**src/rtl/score_display_if.sv**
```systemverilog
// Bundles the score value/load request and the multiplexed digit outputs
// exchanged between the score source and the display driver.
interface score_display_if #(
  parameter int BIN_W = 14
);
  logic [BIN_W-1:0] value;
  logic             load;
  logic             blank_lz;
  logic             busy;
  logic             ovf;
  logic [3:0]       digit;
  logic [3:0]       an;

  modport master (output value, load, blank_lz, input busy, ovf, digit, an);
  modport slave  (input value, load, blank_lz, output busy, ovf, digit, an);
endinterface

```
**src/rtl/score_display_driver.sv**
```systemverilog
// Converts a binary score to four BCD digits (shift-add-3) and time-multiplexes
// them onto one nibble bus with active-low anode enables and zero blanking.
module score_display_driver #(
  parameter int REFRESH_DIV = 50000,
  parameter int BIN_W       = 14
) (
  input logic             clk,
  input logic             rst_n,
  score_display_if.slave  bus
);

  localparam int CNT_W = (REFRESH_DIV > 2) ? $clog2(REFRESH_DIV) : 1;
  localparam int SHC_W = $clog2(BIN_W + 1);

  typedef enum logic [1:0] {IDLE = 2'd0, CONV = 2'd1, COMMIT = 2'd2} state_t;

  state_t           state_r;
  logic [BIN_W-1:0] bin_r;
  logic [15:0]      acc_r;
  logic [SHC_W-1:0] shcnt_r;
  logic [15:0]      disp_r;
  logic             busy_r;
  logic             ovf_r;
  logic [CNT_W-1:0] cnt_r;
  logic [1:0]       idx_r;

  logic [31:0]      value_ext_s;
  logic             over_s;
  logic [15:0]      adj_s;
  logic [3:0]       lz_s;

  function automatic logic [3:0] add3(input logic [3:0] n);
    if (n >= 4'd5) begin
      return n + 4'd3;
    end else begin
      return n;
    end
  endfunction

  // Overflow detection and per-nibble add-3 correction ahead of each shift
  always_comb begin
    value_ext_s = 32'(bus.value);
    over_s      = (value_ext_s > 32'd9999);
    adj_s       = {add3(acc_r[15:12]), add3(acc_r[11:8]),
                   add3(acc_r[7:4]),   add3(acc_r[3:0])};
  end

  // Conversion FSM: capture, BIN_W shift-add-3 steps, atomic commit to display
  always_ff @(posedge clk or negedge rst_n) begin
    if (!rst_n) begin
      state_r <= IDLE;
      bin_r   <= '0;
      acc_r   <= 16'd0;
      shcnt_r <= '0;
      disp_r  <= 16'd0;
      busy_r  <= 1'b0;
      ovf_r   <= 1'b0;
    end else begin
      case (state_r)
        IDLE: begin
          if (bus.load) begin
            bin_r   <= over_s ? BIN_W'(32'd9999) : bus.value;
            ovf_r   <= over_s;
            acc_r   <= 16'd0;
            shcnt_r <= '0;
            busy_r  <= 1'b1;
            state_r <= CONV;
          end else begin
            state_r <= IDLE;
          end
        end
        CONV: begin
          acc_r   <= 16'({adj_s, bin_r[BIN_W-1]});
          bin_r   <= bin_r << 1;
          shcnt_r <= shcnt_r + SHC_W'(1);
          if (shcnt_r == SHC_W'(BIN_W - 1)) begin
            state_r <= COMMIT;
          end else begin
            state_r <= CONV;
          end
        end
        COMMIT: begin
          disp_r  <= acc_r;
          busy_r  <= 1'b0;
          state_r <= IDLE;
        end
        default: begin
          busy_r  <= 1'b0;
          state_r <= IDLE;
        end
      endcase
    end
  end

  // Free-running refresh divider advancing the scan slot on each wrap
  always_ff @(posedge clk or negedge rst_n) begin
    if (!rst_n) begin
      cnt_r <= '0;
      idx_r <= 2'd0;
    end else if (cnt_r == CNT_W'(REFRESH_DIV - 1)) begin
      cnt_r <= '0;
      idx_r <= idx_r + 2'd1;
    end else begin
      cnt_r <= cnt_r + CNT_W'(1);
    end
  end

  // Digit mux and anode decode; a slot is blank when it and all higher nibbles are zero
  always_comb begin
    lz_s[3] = (disp_r[15:12] == 4'd0);
    lz_s[2] = lz_s[3] && (disp_r[11:8] == 4'd0);
    lz_s[1] = lz_s[2] && (disp_r[7:4] == 4'd0);
    lz_s[0] = 1'b0;
    case (idx_r)
      2'd0:    bus.digit = disp_r[3:0];
      2'd1:    bus.digit = disp_r[7:4];
      2'd2:    bus.digit = disp_r[11:8];
      2'd3:    bus.digit = disp_r[15:12];
      default: bus.digit = 4'd0;
    endcase
    if (bus.blank_lz && lz_s[idx_r]) begin
      bus.an = 4'b1111;
    end else begin
      bus.an = ~(4'b0001 << idx_r);
    end
  end

  assign bus.busy = busy_r;
  assign bus.ovf  = ovf_r;

endmodule
```
**src/flat_wrapper.sv**
```systemverilog
// flat-port wrapper written by rule: the top's interface ports become plain ports
module score_display_driver_flat 
#(
  parameter int REFRESH_DIV = 50000,
  parameter int BIN_W       = 14
)
  (clk, rst_n, bus_value, bus_load, bus_blank_lz, bus_busy, bus_ovf, bus_digit, bus_an);
  score_display_if #(.BIN_W(BIN_W)) bus_i ();
  input logic clk;
  input logic rst_n;
  input wire logic [$bits(bus_i.value)-1:0] bus_value;
  input wire logic [$bits(bus_i.load)-1:0] bus_load;
  input wire logic [$bits(bus_i.blank_lz)-1:0] bus_blank_lz;
  output wire logic [$bits(bus_i.busy)-1:0] bus_busy;
  output wire logic [$bits(bus_i.ovf)-1:0] bus_ovf;
  output wire logic [$bits(bus_i.digit)-1:0] bus_digit;
  output wire logic [$bits(bus_i.an)-1:0] bus_an;
  assign bus_i.value = bus_value;
  assign bus_i.load = bus_load;
  assign bus_i.blank_lz = bus_blank_lz;
  assign bus_busy = bus_i.busy;
  assign bus_ovf = bus_i.ovf;
  assign bus_digit = bus_i.digit;
  assign bus_an = bus_i.an;
  score_display_driver #(.REFRESH_DIV(REFRESH_DIV), .BIN_W(BIN_W)) u_core (.clk(clk), .rst_n(rst_n), .bus(bus_i));
endmodule
```
**config.mk**
```make
export PLATFORM = sky130hd
export DESIGN_NAME = score_display_driver_flat
export DESIGN_NICKNAME = d
export VERILOG_FILES = /design/src/rtl/score_display_if.sv /design/src/rtl/score_display_driver.sv /design/src/flat_wrapper.sv
export SDC_FILE = /design/constraint.sdc
export NUM_CORES = 1
export LEC_CHECK = 0
export ABC_AREA = 1
export CORE_MARGIN = 4
export CORE_UTILIZATION = 58
export CTS_BUF_LIST = sky130_fd_sc_hd__clkbuf_4 sky130_fd_sc_hd__clkbuf_8
export DETAILED_ROUTE_END_ITERATION = 10
export GPL_TIMING_DRIVEN = 0
export PLACE_DENSITY = 0.79
export SYNTH_ARGS = -nofsm -noshare
export SYNTH_HDL_FRONTEND = slang
export SYNTH_SLANG_ARGS = --single-unit
```
**constraint.sdc**
```tcl
create_clock -name clk -period 1.55 [get_ports clk]
set_input_delay 0.31 -clock clk [delete_from_list [all_inputs] [get_ports clk]]
set_output_delay 0.31 -clock clk [all_outputs]
set_load 0.01 [all_outputs]
```
==> results of run 1 <==
==> power breakdown <==
group	internal (mW)	leakage, nW	switching, mW
combinational	0.978	1.23	1.51
clock	0.965	0.109	0.689
sequential	2.51	0.886	0.500
==> kinds of logic (layout without fill, tap and decap cells) <==
kind of cell / Yosys count / count (layout) / share of synthesized area
AND/OR/NAND/NOR: 253 / 253 / 0.277
flip-flops: 72 / 72 / 0.476
AO/OA/AOI/OAI: 68 / 68 / 0.0987
buffers and inverters: 66 / 116 / 0.0730
adder cells (fa/ha/maj): 16 / 16 / 0.0528
XOR/XNOR: 10 / 10 / 0.0231
==> cell usage in the layout, fill, tap and decap left out, types with 4 or more instances in the layout <==
cell type and instances:
inv_2 4, clkbuf_8 10, a31oi_1 6, xor2_1 10, inv_4 4, nand2_1 138, ha_1 11, dfrtp_1 72
inv_1 47, a21oi_2 4, nand4_1 6, buf_2 11, nor2_1 64, a22oi_1 4, nor2_2 4, buf_4 8
buf_6 4, ha_4 4, nand2_2 6, a21oi_1 7, o21ai_0 36, clkdlybuf4s50_1 16, nand3_1 26, o22ai_1 7
==> state kept, by name, summed over array words and instances, names as in the netlist <==
register,cells
u_core.bus.busy,1
u_core.bus.ovf,1
u_core.bin_r,14
u_core.idx_r,2
u_core.state_r,2
u_core.acc_r,16
u_core.cnt_r,16
u_core.shcnt_r,4
u_core.disp_r,16
==> what timing repair did <==
action | CTS | global route
gates cloned | 0 | 0
setup endpoints to repair | 10 | 19
pin swaps | 2 | 6
gates resized for setup | 57 | 10
setup buffers | 5 | 2
==> layout make-up <==
| type | instances | area [um2] | area share |
|---|---|---|---|
| inverter | 55 | 216 | 0.0478 |
| sequential | 72 | 1800 | 0.398 |
| tap | 77 | 96.3 | 0.0213 |
| multi-input combinational | 347 | 1830 | 0.404 |
| clock inverter | 5 | 80.1 | 0.0177 |
| clock buffer | 11 | 145 | 0.0320 |
| buffer | 11 | 65.1 | 0.0144 |
| timing repair buffer | 34 | 293 | 0.0646 |
==> metrics by stage <==
stage	instances	total power [mW]	worst slack [ns]	setup TNS, ns	utilization
floorplan	485	4.75	0.152	0	-
global placement	589	5.36	-2.24	-164.35	0.654
detailed placement	589	5.49	-0.433	-3.35	0.654
CTS	610	7.14	-0.208	-1.47	0.706
global route	612	7.76	-0.309	-2.19	0.713
finish	612	7.16	-0.243	-1.52	0.713
==> routing by layer <==
layer	track usage	share of wire	routed length [um]
met1	0.297	0.47	3680
met2	0.354	0.47	3690
met3	0.0456	0.047	367
met4	0.0852	0.015	121
met5	0	0	0
==> worst max-delay path by stage <==
| stage | start | end | slack, ns |
|---|---|---|---|
| 3_3_place_gp | rst_n | u_core.shcnt_r[1] | -2.24 |
| 2_1_floorplan | u_core.idx_r[0] | bus_digit[0] | 0.15 |
| 5_1_grt | u_core.idx_r[0] | bus_digit[2] | -0.31 |
| 6_report | u_core.idx_r[1] | bus_digit[2] | -0.24 |
| 3_5_place_dp | bus_blank_lz | bus_an[2] | -0.43 |
| 4_1_cts | u_core.idx_r[0] | bus_digit[0] | -0.21 |
==> synthesized netlist by cell type (2+ instances only) <==
master	number
a21oi_1	11
a22oi_1	4
a31oi_1	6
buf_2	4
buf_4	3
clkbuf_1	3
dfrtp_1	72
ha_1	16
inv_1	50
inv_2	3
inv_4	2
nand2_1	143
nand3_1	28
nand4_1	6
nor2_1	68
nor3_1	2
o21ai_0	36
o21ai_1	2
o22ai_1	7
xor2_1	10
==> critical path, delay by kind of cell, from the launching register on <==
kind	cells	cell delay [ns]
flip-flops	1	0.41
AO/OA/AOI/OAI	1	0.20
adder cells (fa/ha/maj)	1	0.18
buffers and inverters	2	0.29
AND/OR/NAND/NOR	1	0.06
==> results.txt, run 1 <==
drt first pass iters: 4
reg2reg start: u_core.cnt_r[0]
first-pass GRT wire length: 13,700 um
Synth top area share: 0.476
diodes inserted: 0
failing checks: negative setup slack
Clock Sinks: 72
Least-Margin Pin Slew: 0.879 ns
H-Tree Depth: 3
initial antenna violation count: 0
core box area: 0.00635 mm2
top_reg_cell synth: dfrtp_1
I/O Buffers: 27
P_leak: 2.23 nW
setup slack, reg-to-reg: 0.12 ns
worst IR drop on VDD: 0.00111 V
Final Instance Area: 0.00453 mm2
reg2reg path depth: 8
synth warn: 0
Worst-path clk slew: 0.08 ns
Routed wire per std cell: 12.8 um
Hold Crit Class: in2async
Mapped Cells: 485
Synth-to-Final Area Change: 19.6%
WL final: 7860 um
Max stage delay on crit path: 0.41 ns
Final period util: 1.16
Die ar.: 0.00789 mm2
min Tclk post-route: 1.79 ns
DP Wirelength: 5340 um
hold-fix buffers at CTS: 0
Final Wtd Congestion: 0.921
largest net degree at the start of global routing: 73
CP startpoint kind: register
CP endpoint kind: output port
Rows: 29
Slew Viols, Final: 0
Setup Crit Path Kind: reg2out
slew margin rel.: 0.414
Num CTS Buffers: 9
GRT Total Usage: 0.222
Seq/Total Area, Yosys: 0.476
Filler cells: 488
reg2reg end: u_core.cnt_r[3]
status: finished, violations left
Async SR Flop Fraction: 1.00
crit path cell chain: inv_2 > ha_4 > nand2_1 > a31oi_1 > buf_2
CTS tree: done
final-report hold violation count: 0
Critical Path AT: 1.48 ns
DRC viols: 0
Post-DRT Antenna Nets: 0
synthesis-stage register bit count: 72
Clock Latency Late Sink: 0.34 ns
RSZ-0062 raised after global routing: true
fin nets: 564
Netlist cell types: 29
vias per inst: 5.25
synthesized cell area: 0.00379 mm2
Avg Cell Area, Syn: 7.81 um2
Critical-path top delay cell: dfrtp_1
share of layout cells above drive strength 1: 0.140
Synth area leader: dfrtp_1
initial drt markers: 208
ranking of synthesized cells by area: dfrtp_1, nand2_1, nor2_1, ha_1, inv_1
Top Ports: 28
final setup vio count: 8
number of enable-type register cells in the synthesized netlist: 0
worst hold margin: 0.0842 ns
dpl cell area: 0.00415 mm2
Worst Skew: 0.00613 ns
Max clock buf depth: 2
Initial Util: 0.597
via count: 3,210
CTS root buf: clkbuf_8
max cap viols: 0
vias in the first global route: 3,042
DIE WIDTH: 88.8 um
synthesized net count: 519
GRT Residual Overflow: 0
Critical Path RT: 1.24 ns
power density over the cells: 1580 mW/mm2
maximum clock rate: 0.558 GHz
Setup WS post-layout: -0.243 ns
worst-path maximum fanout: 5
Die Ht: 88.8 um
(Power assumes the default switching activity.)
==> run 2, diff against run 1 <==
SETUP_SLACK_MARGIN = 0.15   (was not set)
==> results.txt, run 2 (synthesized netlist as in run 1, its figures left out) <==
dpl cell area: 0.00415 mm2 (unchanged)
Top Ports: 28 (unchanged)
DIE WIDTH: 88.8 um (unchanged)
Worst-path clk slew: 0.08 ns (about the same)
maximum clock rate: 0.556 GHz (-0.35%)
status: finished, violations left
min Tclk post-route: 1.80 ns (+0.00626 ns)
GRT Total Usage: 0.227 (+0.00528)
Num CTS Buffers: 9 (unchanged)
crit path cell chain: inv_2 > ha_4 > nand2_1 > a31oi_1 > buf_2
total power: 7.46 mW (+4.2%)
Sw Pwr: 2.84 mW (+5.3%)
drt first pass iters: 5 (+1)
Post-Layout Cell Count: 627 (+2.5%)
hold-fix buffers at CTS: 0 (unchanged)
largest net degree at the start of global routing: 73 (unchanged)
initial drt markers: 204 (-1.9%)
Max clock buf depth: 2 (unchanged)
combinational share of power: 0.371 (+0.023)
share of layout cells above drive strength 1: 0.227 (+0.0871)
Internal: 4.61 mW (+3.5%)
power density over the cells: 1550 mW/mm2 (-1.6%)
sw frac: 0.381 (+0.00391)
Die Ht: 88.8 um (unchanged)
Routed wire per std cell: 13.6 um (+5.7%)
Clock Sinks: 72 (unchanged)
Hold Crit Class: in2async
Final period util: 1.16 (+0.00404)
vias per inst: 5.34 (+1.7%)
Worst Skew: 0.00692 ns (+0.000788 ns)
Final Instance Area: 0.00480 mm2 (+5.9%)
RSZ-0062 raised after global routing: true
Final Wtd Congestion: 0.921 (unchanged)
Die ar.: 0.00789 mm2 (unchanged)
diodes inserted: 0 (unchanged)
vias in the first global route: 3,087 (+1.5%)
Synth-to-Final Area Change: 26.7%
Critical Path RT: 1.24 ns (about the same)
Top Metal Used: met4
CP endpoint kind: output port
H-Tree Depth: 3 (unchanged)
worst-path maximum fanout: 5 (unchanged)
DRC viols: 0 (unchanged)
I/O Buffers: 27 (unchanged)
most frequent cells in the layout: nand2_1, dfrtp_1, nor2_1
final setup vio count: 8 (unchanged)
CTS root buf: clkbuf_8
CTS tree: done
final core utilization: 0.756 (+0.0424)
Clock Latency Late Sink: 0.34 ns (about the same)
via count: 3,346 (+4.2%)
Critical-path top delay cell: dfrtp_1
Largest regs: u_core.acc_r (16), u_core.cnt_r (16), u_core.disp_r (16)
failing checks: negative setup slack
Metal-1 WL: 3800 um (+3.3%)
Max stage delay on crit path: 0.41 ns (about the same)
Critical Path AT: 1.49 ns (about the same)
Slew Viols, Final: 0 (unchanged)
worst IR drop on VDD: 0.00113 V (+2.0%)
DR WL met2: 4160 um (+13%)
first-pass GRT wire length: 13,900 um (+1.9%)
final-report hold violation count: 0 (unchanged)
Least-Margin Pin Slew: 0.886 ns (+0.00696 ns)
Setup TNS: -1.56 ns (-0.0477 ns)
DP Wirelength: 5340 um (unchanged)
WL final: 8510 um (+8.3%)
core box area: 0.00635 mm2 (unchanged)
max cap viols: 0 (unchanged)
sequential power share: 0.407 (-0.014)
P_leak: 2.32 nW (+4.2%)
placed cells: 589 (unchanged)
fin nets: 579 (+2.7%)
Rows: 29 (unchanged)
met3 wire len: 432 um (+18%)
initial antenna violation count: 0 (unchanged)
Post-DRT Antenna Nets: 0 (unchanged)
Initial Util: 0.597 (unchanged)
Setup Crit Path Kind: reg2out
CP startpoint kind: register
slew margin rel.: 0.409 (-0.00464)
clock share of power: 0.222 (-0.009)
GRT Residual Overflow: 0 (unchanged)
Setup WS post-layout: -0.249 ns (-0.00626 ns)
commonest non-fill, non-tap cell in the layout: nand2_1
run 2: changes by cell type in the layout (fill, tap and decap cells not counted), sizes merged:
cell and delta:
buf +15
run 2: path summary, 6_finish.rpt:
path | slack, ns | endpoint | cells after the start | startpoint
min reg2reg | 0.48 | u_core.bin_r[10] | 2 | u_core.bin_r[10]
min in group clk | 0.48 | u_core.bin_r[10] | 2 | u_core.bin_r[10]
max reg2reg | 0.16 | u_core.cnt_r[4] | 7 | u_core.cnt_r[8]
max | -0.25 | bus_digit[2] | 5 | u_core.idx_r[1]
max in group asynchronous | 0.83 | u_core.acc_r[4] | 1 | rst_n
min | 0.08 | u_core.cnt_r[11] | 1 | rst_n
run 2: worst max-delay path: cells and delay by family (launching register included):
family                   cells  cell delay [ns]
AO/OA/AOI/OAI                1             0.19
flip-flops                   1             0.41
AND/OR/NAND/NOR              1             0.07
adder cells (fa/ha/maj)      1             0.18
buffers and inverters        2             0.30
run 2: layer usage:
layer | global-route usage | up-vias
li1 | - | 1676
met1 | 0.301 | 1574
met2 | 0.361 | 85
met3 | 0.0475 | 11
met4 | 0.0962 | 0
met5 | 0 | -
run 2: power groups by stage:
stage | sequential (mW) | clock (mW) | combinational, mW
4_1_cts | 2.99 | 1.68 | 2.50
3_3_place_gp | 2.97 | 0 | 2.39
2_1_floorplan | 2.89 | 0 | 1.86
3_5_place_dp | 3.00 | 0 | 2.49
6_report | 3.03 | 1.65 | 2.77
5_1_grt | 3.10 | 1.77 | 3.17
run 2: what timing repair did:
action,CTS,global route
resized for setup,62,61
pin swaps,3,13
endpoints found under the setup margin,23,40
buffers inserted,8,14
endpoints found under the hold margin,0,0
run 2: layout make-up:
type	instances	area, um2
flip-flops and latches	72	1810
fillers	438	1550
well taps	77	96.3
inverters	55	219
clock inverters	5	80.1
plain buffers	11	80.1
multi-input cells	347	1960
clock buffers	11	145
repair buffers	49	405
run 2: stage by stage:
step | hold slack, ns | worst slack, ns
final | 0.0776 | -0.249
after CTS | 0.113 | -0.208
after global routing | 0.153 | -0.297
after floorplan | 0.0144 | 0.152
after global placement | 0.464 | -2.24
after detailed placement | 0.465 | -0.433
